<file path="config.mk">
export PLATFORM = sky130hd
export DESIGN_NAME = kogge_stone_pipe
export DESIGN_NICKNAME = d
export VERILOG_FILES = /design/src/rtl/kogge_stone_pkg.sv /design/src/rtl/kogge_stone_pipe_cell.sv /design/src/rtl/kogge_stone_pipe.sv
export SDC_FILE = /design/constraint.sdc
export NUM_CORES = 1
export LEC_CHECK = 0
export ABC_AREA = 1
export BUFFER_PORTS_ARGS = -buffer_cell sky130_fd_sc_hd__buf_2
export CAP_MARGIN = 10
export CORE_UTILIZATION = 55
export CTS_CLUSTER_DIAMETER = 80
export CTS_CLUSTER_SIZE = 16
export DETAILED_ROUTE_END_ITERATION = 12
export PLACE_DENSITY = 0.81
export SYNTH_ARGS = -nofsm -noshare
export SYNTH_HDL_FRONTEND = slang
export SYNTH_HIERARCHICAL = 1
export SYNTH_SLANG_ARGS = --single-unit
</file>
<file path="constraint.sdc">
create_clock -name clk -period 3.4 [get_ports clk]
set_clock_uncertainty 0.2 [all_clocks]
set_input_delay 0.68 -clock clk [delete_from_list [all_inputs] [get_ports clk]]
set_output_delay 0.68 -clock clk [all_outputs]
set_load 0.02 [all_outputs]
</file>
<file path="src/rtl/kogge_stone_pkg.sv">
// Shared definitions for the Kogge-Stone pipelined adder.
// Contents:
//   pg_t  - (generate, propagate) pair carried through the prefix tree
//   clog2 - ceiling log2, sizes the prefix tree
//   lat   - accept-to-out_valid latency for a given width / pipelining choice
package kogge_stone_pkg;

  typedef struct packed {
    logic g;
    logic p;
  } pg_t;

  function automatic int clog2(input int n);
    int r;
    r = 0;
    while ((1 << r) < n) r++;
    return r;
  endfunction

  function automatic int lat(input int width, input int pipe_levels);
    return (pipe_levels != 0) ? clog2(width) + 1 : 1;
  endfunction

endpackage

</file>
<file path="src/rtl/kogge_stone_pipe_cell.sv">
// Kogge-Stone prefix operator (black cell):
//   res.g = hi.g | (hi.p & lo.g)
//   res.p = hi.p & lo.p
// Ports:
//   hi  - (g,p) pair of the more significant span
//   lo  - (g,p) pair of the less significant span
//   res - combined (g,p) pair
module ks_prefix_cell
  import kogge_stone_pkg::*;
(
  input  pg_t hi,
  input  pg_t lo,
  output pg_t res
);

  assign res.g = hi.g | (hi.p & lo.g);
  assign res.p = hi.p & lo.p;

endmodule

</file>
<file path="src/rtl/kogge_stone_pipe.sv">
// Pipelined Kogge-Stone adder/subtractor with valid/ready handshaking.
// Ports:
//   clk, rst             - clock, synchronous active-high reset
//   in1, in2, cin, sub   - operands, carry-in (add only), subtract select
//   in_valid / in_ready  - input handshake (in_ready = pipeline can advance)
//   sum, cout, ovf       - result, unsigned carry-out, signed overflow
//   out_valid / out_ready- output handshake
// PIPE_LEVELS=1 registers every prefix level (latency log2(WIDTH)+1);
// PIPE_LEVELS=0 keeps the tree combinational with only the output register.
module kogge_stone_pipe
  import kogge_stone_pkg::*;
#(
  parameter int WIDTH       = 8,
  parameter int PIPE_LEVELS = 1
) (
  input  logic             clk,
  input  logic             rst,
  input  logic [WIDTH-1:0] in1,
  input  logic [WIDTH-1:0] in2,
  input  logic             cin,
  input  logic             sub,
  input  logic             in_valid,
  output logic             in_ready,
  output logic [WIDTH-1:0] sum,
  output logic             cout,
  output logic             ovf,
  output logic             out_valid,
  input  logic             out_ready
);

  localparam int LEVELS = clog2(WIDTH);
  // Side-band travelling with each operation: {in1 msb, carry-in, bitwise propagate}
  localparam int SW = WIDTH + 2;

  logic advance;
  assign advance  = !out_valid || out_ready;
  assign in_ready = advance;

  // ---- stage p0: generate / propagate from operands ----
  logic [WIDTH-1:0] b_eff;
  pg_t  [WIDTH-1:0] pg_p0;
  logic [SW-1:0]    side_p0;

  always_comb begin
    b_eff = sub ? ~in2 : in2;
    for (int i = 0; i < WIDTH; i++) begin
      pg_p0[i].g = in1[i] & b_eff[i];
      pg_p0[i].p = in1[i] ^ b_eff[i];
    end
    // Subtraction supplies its own +1 through the carry-in slot.
    side_p0 = {in1[WIDTH-1], sub | cin, in1 ^ b_eff};
  end

  // ---- prefix levels, span 1, 2, 4, ... ----
  for (genvar l = 0; l < LEVELS; l++) begin : g_lvl
    localparam int SPAN = 1 << l;
    pg_t  [WIDTH-1:0] pg_src, pg_nxt, pg_p;
    logic [SW-1:0]    side_src, side_p;
    logic             vld_src, vld_p;

    if (l == 0) begin : g_first
      assign pg_src   = pg_p0;
      assign side_src = side_p0;
      assign vld_src  = in_valid;
    end else begin : g_chain
      assign pg_src   = g_lvl[l-1].pg_p;
      assign side_src = g_lvl[l-1].side_p;
      assign vld_src  = g_lvl[l-1].vld_p;
    end

    for (genvar i = 0; i < WIDTH; i++) begin : g_bit
      if (i >= SPAN) begin : g_cell
        ks_prefix_cell u_cell (
          .hi  (pg_src[i]),
          .lo  (pg_src[i-SPAN]),
          .res (pg_nxt[i])
        );
      end else begin : g_pass
        assign pg_nxt[i] = pg_src[i];
      end
    end

    if (PIPE_LEVELS != 0) begin : g_reg
      always_ff @(posedge clk) begin
        if (rst) begin
          vld_p <= 1'b0;
        end else if (advance) begin
          vld_p <= vld_src;
        end
      end

      always_ff @(posedge clk) begin
        if (advance) begin
          pg_p   <= pg_nxt;
          side_p <= side_src;
        end
      end
    end else begin : g_wire
      assign pg_p   = pg_nxt;
      assign side_p = side_src;
      assign vld_p  = vld_src;
    end
  end

  // ---- sum stage: carries from group (G,P) plus carry-in, XOR, output register ----
  pg_t  [WIDTH-1:0] pg_fin;
  logic [SW-1:0]    side_fin;
  logic             vld_fin;
  logic [WIDTH:0]   carry;
  logic [WIDTH-1:0] sum_nxt;
  logic             ovf_nxt;

  assign pg_fin   = g_lvl[LEVELS-1].pg_p;
  assign side_fin = g_lvl[LEVELS-1].side_p;
  assign vld_fin  = g_lvl[LEVELS-1].vld_p;

  always_comb begin
    carry[0] = side_fin[WIDTH];
    for (int i = 0; i < WIDTH; i++) begin
      carry[i+1] = pg_fin[i].g | (pg_fin[i].p & side_fin[WIDTH]);
    end
    sum_nxt = side_fin[WIDTH-1:0] ^ carry[WIDTH-1:0];
    // Operand signs agree exactly when the msb propagate bit is 0.
    ovf_nxt = !side_fin[WIDTH-1] && (sum_nxt[WIDTH-1] != side_fin[WIDTH+1]);
  end

  always_ff @(posedge clk) begin
    if (rst) begin
      out_valid <= 1'b0;
      sum       <= '0;
      cout      <= 1'b0;
      ovf       <= 1'b0;
    end else if (advance) begin
      out_valid <= vld_fin;
      sum       <= sum_nxt;
      cout      <= carry[WIDTH];
      ovf       <= ovf_nxt;
    end
  end

endmodule

</file>
### Yosys cells after proc, flatten, opt, wreduce, memory -nomap -nowiden

Index checks and enable logic that the tools add are counted.

| cells by class | value |
|---|---|
| equal/unequal tests | 1 |
| mux-type cells | 1 |
| bitwise logic cells | 87 |
| reductions and logical operators | 4 |

Operators with widths:

| cell | count |
|---|---|
| $and 1x1->1 | 50 |
| $or 1x1->1 | 26 |
| $xor 8x8->8 | 2 |
| $mux 8 | 1 |
| $not 8->8 | 1 |
| $xor 1x1->1 | 8 |
| $logic_not 1->1 | 2 |
| $logic_and 1x1->1 | 1 |
| $logic_or 1x1->1 | 1 |
| $ne 1x1->1 | 1 |

| storage, ports and cells | value |
|---|---|
| register bits after elaboration | 92 |
| input bits | 22 |

### Logic depth before layout (Yosys ltp)

Gate-level depths: netlist (run 1).

| depth | value |
|---|---|
| depth in word-level cells | 5 |
| mapped depth | 7 |
| gate-level depth less buffers | 6 |

### Hierarchy

The synthesis (run 1) kept the hierarchy.

Modules (own cells, without submodules):

| module | instances | cells each | area each (um^2) |
|---|---|---|---|
| kogge_stone_pipe | 1 | 203 | 3155.5 |
| ks_prefix_cell | 17 | 5 | 18.8 |

### Worst setup path before layout (run 1)

No wires, ideal clock.

| timing | value |
|---|---|
| kind | input to output |
| start point | input out_ready |
| end point | output in_ready |
| data arrival time | 1423 ps |
| data required time | 2520 ps |
| slack | 1097 ps |
| stages on the path | 3 |
| path buffers | 1 |
| cells stage by stage | inv_2 > nand2_2 > buf_4 |

| between the ends | value |
|---|---|
| cells in the longest elaborated chain, start to end | 1 |

Ends and longest elaborated chain:

| item | RTL line | RTL |
|---|---|---|
| start, declared | kogge_stone_pipe.sv:28 | `input logic out_ready` |
| $logic_or 1x1->1 | kogge_stone_pipe.sv:36 | `assign advance = !out_valid \|\| out_ready;` |
| end, declared | kogge_stone_pipe.sv:23 | `output logic in_ready,` |

No other way between the ends.

### Worst setup path after layout (run 1)

Ends and elaborated chain as after synthesis.

==> results.md, run 1 <==
* Sequential fraction of the synthesis area at 72.88%
* Most frequent cells in the layout: 76 x nand2_1, 75 x edfxtp_1, 57 x inv_1
* Crit. End Element: output port
* Commonest non-fill, non-tap cell in the layout: nand2_1
* Crit. Startpoint: out_ready
* FMAX at 511.8 MHz
* Final instance area at 0.003880 mm²
* DR vias at 1883
* Hold WC Path Type: register to register
* Total track usage at 15.84%
* Clock group share of total power at 25.7%
* # nets final at 361
* Routability cong. at 0.7396
* CP Cell Sequence: buf_2 > inv_2 > nand2_4 > buf_2
* Layout cells sized above 1 at 14.93%
* Final hold vios at 0
* Clock tree buffer depth at 2
* Critical path startpoint category: input port
* Top cell by count, worst path: buf_2
* Core area at 0.005991 mm²
* Critical Path RT at 2520 ps
* Reg2reg start: out_valid
* Via density at 4.593
* RSZ-0062 raised after global routing: false
* Mean post-synth cell area at 12.06 µm²
* Post-CTS sizing at 0
* Reg-to-reg setup timing slack at 1720 ps
* Setup-failing EPs final at 0
* Port bufs at 33
* WL final at 4509 µm
* CTS buffer count at 9
* Worst-path fanout max at 3
* Drt drc at 0
* Largest net degree at the start of global routing at 56
* First-pass GRT wire length at 7369 µm
* Post-CTS setup buffers at 0
* Synth warnings at 6
* Mapped Cells at 288
* Clk sinks at 89
* Row count at 28
* Sequential power share at 63.4%
* P&R area growth vs syn at 11.67%
* Worst-Margin Slew at 583.9 ps
* Slew headroom at 61.07%
* H-tree depth at 3
* Vias in the first global route at 1659
* Grt total ovfl at 0
* Worst Path Class, Setup: input port to output port
* Peak supply drop at 0.0002564 V
* Io pins at 34
* Logic pwr share at 10.9%
* Status: complete, no violations
* Hold_sp: g_lvl[0].side_p[2]
* Root Buffer: clkbuf_8
* Hold WS at 222.8 ps
* CP arrival at 1070 ps
* Max-Cap Viols at 0
* Final min period at 1954 ps
* Tcrit/Tclk final at 57.47%
* Int Pwr at 1.726 mW
* Clock slew seen by the registers of the worst setup and hold paths at 70 ps
* Net Sw Power at 0.5350 mW
* CTS tree: built
* 1st-iter DRT viols at 70
* Yosys reg bits at 89
* Clock insertion delay at the later pin of the skew report at 340 ps
* Post-detail-place hpwl at 3153 µm
* Slowest stage delay, CP at 180 ps
* Pwr Density at 582.7 mW/mm²
* CTS Hold Bufs at 0
* Die Span X at 81.48 µm
* Final Total Pwr at 2.261 mW
* Post-Syn Area at 0.003475 mm²
* Die Height at 81.48 µm
* Synth unique cells at 19
* Leak at 1.916 nW
* Post-synthesis net count at 319
* Antenna viol nets, final at 0
* Max Transition Viols Final at 0
* Router iterations before antenna repair at 4
* Routed length per instance at 11.00 µm
* Antenna violations before repair at 0
* CP max-delay cell: buf_2
* Die ar. at 0.006639 mm²
* Setup TNS at 0 ps
* Sw Share at 23.66%
* Area post-placement at 0.003725 mm²
* Initial Utilization at 58.00%
* Ant diodes at 0
final timing paths:
kind,cells past startpoint,to
hold / removal,0,g_lvl[1].side_p[2]
hold reg to reg,0,g_lvl[1].side_p[2]
setup reg to reg,5,g_lvl[2].vld_p
setup / recovery,4,in_ready
power by group through the flow:
stage,Combinational [mW],Sequential (mW),Clock (mW)
finish,0.246,1.43,0.582
global placement,0.239,1.45,0
global route,0.286,1.45,0.641
detailed placement,0.248,1.46,0
floorplan,0.153,1.46,0
CTS,0.250,1.44,0.604
synth_stat cells, drive strengths merged:
| library cell | n | area (µm²) |
|---|---|---|
| nand2 | 78 | 297.8 |
| edfxtp | 75 | 2252 |
| inv | 58 | 217.7 |
| dfxtp | 14 | 280.3 |
| nor2 | 12 | 45.04 |
| o21ai | 12 | 60.06 |
| ha | 9 | 112.6 |
| xor2 | 9 | 78.83 |
| a21oi | 6 | 30.03 |
| o21bai | 5 | 37.54 |
| buf | 4 | 28.78 |
| nand3 | 4 | 20.02 |
| nand3b | 1 | 7.510 |
| or2 | 1 | 6.260 |
worst max-delay path: cells and delay by family:
kind	cells	cell delay [ps]
buffers and inverters	3	340
and+or+nand+nor	1	50
area by class of cell:
class                   instances  area (µm²)
clock buffers                  12       135.1
clock inverters                 4       20.02
fillers                       433        2111
inverters                      58       217.7
multi-input cells             137       700.7
flip-flops and latches         89        2532
well taps                      75       93.84
repair buffers                 35       180.2
state kept, by name (all words and copies together), names as in the netlist:
register	cells
cout	1
sum	8
g_lvl.side_p	30
ovf	1
g_lvl.pg_p	45
out_valid	1
g_lvl.vld_p	3
cells by family (layout without fill, tap and decap cells):
logic type                 after synthesis  in the layout  synth area share (%)
AOI/OAI and AO/OA                       23             23                 3.673
buffers and inverters                   62            109                 7.094
DFF                                     89             89                 72.88
xor gates and xnor gates                 9              9                 2.269
adders and majority gates                9              9                 3.241
and+or+nand+nor                         96             96                 10.84
routing by layer:
layer  track usage, %  up-vias  part of all wire [%]  wire length, µm
li1                 -     1007                     -                -
met1            18.86      820                    45             2021
met2            25.83       49                    49             2217
met3            3.444        7                   4.2              191
met4            10.71        0                   1.8               79
met5                0        -                     0                0
metrics by stage:
step / std cells / utilization, % / setup WS (ps)
final: 410 / 64.77 / 1446
after global routing: 410 / 64.77 / 1437
after CTS: 410 / 64.77 / 1441
after detailed placement: 394 / 62.18 / 1246
after global placement: 394 / 62.18 / 1315
after floorplan: 288 / - / 1097
(Power assumes the default switching activity.)
==> run 2, diff against run 1 <==
==> constraint.sdc (replaced) <==
create_clock -name clk -period 1.85 [get_ports clk]
set_clock_uncertainty 0.2 [all_clocks]
set_input_delay 0.37 -clock clk [delete_from_list [all_inputs] [get_ports clk]]
set_output_delay 0.37 -clock clk [all_outputs]
set_load 0.02 [all_outputs]
==> run 2 against run 1 <==
Sequential power increased by 85%. Total power increased by 99%. Setup slack got worse by 1400 ps. Die area unchanged. Combinational power increased by 87%. Global-route usage increased by 0.80 points. Core utilization increased by 1.9 points. Sequential cell count unchanged. Cell area increased by 3.0%. Wire length increased by 3.4%. Non-clock buffer count increased by 5. Final cell count increased by 1.2%. Critical endpoint unchanged.
==> results.md, run 2 (same netlist as run 1, synthesis figures left out) <==
* Status: complete, no violations
* Most frequent cells in the layout: 76 x nand2_1, 75 x edfxtp_1, 57 x inv_1
* Int Pwr at 3.466 mW
* CP max-delay cell: dfxtp_1
* Worst-path fanout max at 28
* Hold_sp: in1[7]
* Vias in the first global route at 1808
* Antenna violations before repair at 0
* WL final at 4664 µm
* Reg2reg start: out_valid
* Net Sw Power at 1.044 mW
* Clock tree buffer depth at 2
* Worst Path Buf+Inv at 1
* Hold WS at 44.00 ps
* CTS tree: built
* Worst slack, placed at 177.9 ps
* Routability cong. at 0.7371
* Clock insertion delay at the later pin of the skew report at 340 ps
* Fill cells at 440
* Tcrit/Tclk final at 95.86%
* Critical path startpoint category: register
* P&R area growth vs syn at 14.98%
* Sw Share at 23.14%
* Port bufs at 33
* Setup slack after layout at 76.68 ps
* Via density at 4.648
* Initial Utilization at 58.00%
* Worst-Margin Slew at 324.2 ps
* Worst Path Class, Setup: register to output port
* Final min period at 1773 ps
* RSZ-0062 raised after global routing: false
* Die Span X at 81.48 µm
* Clock group share of total power at 31.4%
* Crit. End Element: output port
* 1st-iter DRT viols at 100
* Leak at 1.975 nW
* Core area at 0.005991 mm²
* Critical Path RT at 1280 ps
* Peak supply drop at 0.0004836 V
* Slowest stage delay, CP at 340 ps
* CTS buffer count at 9
* Logic pwr share at 10.2%
* Worst R2R End: g_lvl[0].pg_p[7]
* Biggest regs: g_lvl.pg_p: 45 flops, g_lvl.side_p: 30 flops, sum: 8 flops
* Setup TNS at 0 ps
* Largest Register: g_lvl.pg_p
* H-tree depth at 3
* # nets final at 366
* Worst R2R Path Depth at 2
* CP Cell Sequence: nand2_4 > buf_2
* Max Transition Viols Final at 0
* Root Buffer: clkbuf_8
* Slew headroom at 78.37%
* Max FFs per register at 45
* Sequential power share at 58.4%
* Post-detail-place hpwl at 3311 µm
* FMAX at 563.9 MHz
* Layout cells sized above 1 at 17.06%
* Die ar. at 0.006639 mm²
* Grt total ovfl at 0
* First-pass GRT wire length at 7672 µm
* Router iterations before antenna repair at 4
* Reg-to-reg setup timing slack at 430 ps
* Hold WC Path Type: input port to register
* Io pins at 34
* CP arrival at 1200 ps
* Final hold vios at 0
* Die Height at 81.48 µm
* Routed length per instance at 11.24 µm
* DR vias at 1929
* Row count at 28
* Clk sinks at 89
* Clock slew seen by the registers of the worst setup and hold paths at 80 ps
* Total track usage at 16.64%
* Largest net degree at the start of global routing at 42
* Hold Path Sink: g_lvl[0].side_p[9]
* Antenna viol nets, final at 0
* Setup-failing EPs final at 0
* Commonest non-fill, non-tap cell in the layout: nand2_1
* Drt drc at 0
* Max-Cap Viols at 0
* Depth of the worst hold-timing path at 1
* Crit path max-delay family: flip-flops
* Ant diodes at 0
* Pwr Density at 1129 mW/mm²
==> run 2: changes by cell type in the layout (fill, tap and decap cells not counted), sizes merged <==
cell,change
bufinv,+2
dlygate4sd3,+1
clkbuf,-2
buf,+4
clkinv,-2
inv,+2
==> run 2: routing by layer <==
layer  vias to the layer above  GRT usage [%]  share of wire (%)
li1                       1016              -                  -
met1                       856          17.67                 43
met2                        47          28.92                 50
met3                        10          3.333                3.3
met4                         0          12.86                3.2
met5                         -              0                  0
==> run 2: timing repair <==
action / CTS / global route
gates resized for setup: 0 / 0
hold buffers: 1 / 0
setup buffers: 0 / 0
endpoints found under the hold margin: 2 / 0
==> run 2: worst register-to-register path, stage by stage, from the launching register on <==
cell	delay [ps]
dfxtp_1	340
nand2_4	270
buf_12	290
==> run 2: worst max path at each step <==
stage | startpoint | endpoint | depth (start not counted)
floorplan | out_valid | sum[4] | 5
detailed placement | sub | g_lvl[0].pg_p[3] | 5
finish | out_valid | in_ready | 2
global route | out_valid | in_ready | 2
CTS | out_valid | in_ready | 2
global placement | sub | g_lvl[0].pg_p[3] | 5
==> run 2: power by group through the flow <==
stage               combinational [mW]  sequential (mW)  clock [mW]
floorplan                        0.282             2.69           0
global placement                 0.441             2.67           0
detailed placement               0.461             2.69           0
CTS                              0.467             2.64        1.45
global route                     0.540             2.67        1.52
finish                           0.460             2.64        1.41
==> run 2: final cells by class <==
| type | count | area, µm² | share of cell area, % |
|---|---|---|---|
| tap | 75 | 93.84 | 2.349 |
| clock buffer | 10 | 127.6 | 3.194 |
| sequential | 89 | 2532 | 63.39 |
| timing repair buffer | 40 | 232.7 | 5.825 |
| clock inverter | 6 | 90.09 | 2.255 |
| multi-input combinational | 137 | 700.7 | 17.54 |
| inverter | 58 | 217.7 | 5.449 |
==> run 2: metrics by stage <==
stage	util, %	total power, mW	std cells	area (µm²)
after global placement	62.89	3.111	398	3767
after detailed placement	62.89	3.146	398	3767
after global routing	66.69	4.731	415	3995
final	66.69	4.510	415	3995
after CTS	66.69	4.555	415	3995
after floorplan	-	2.973	288	3475
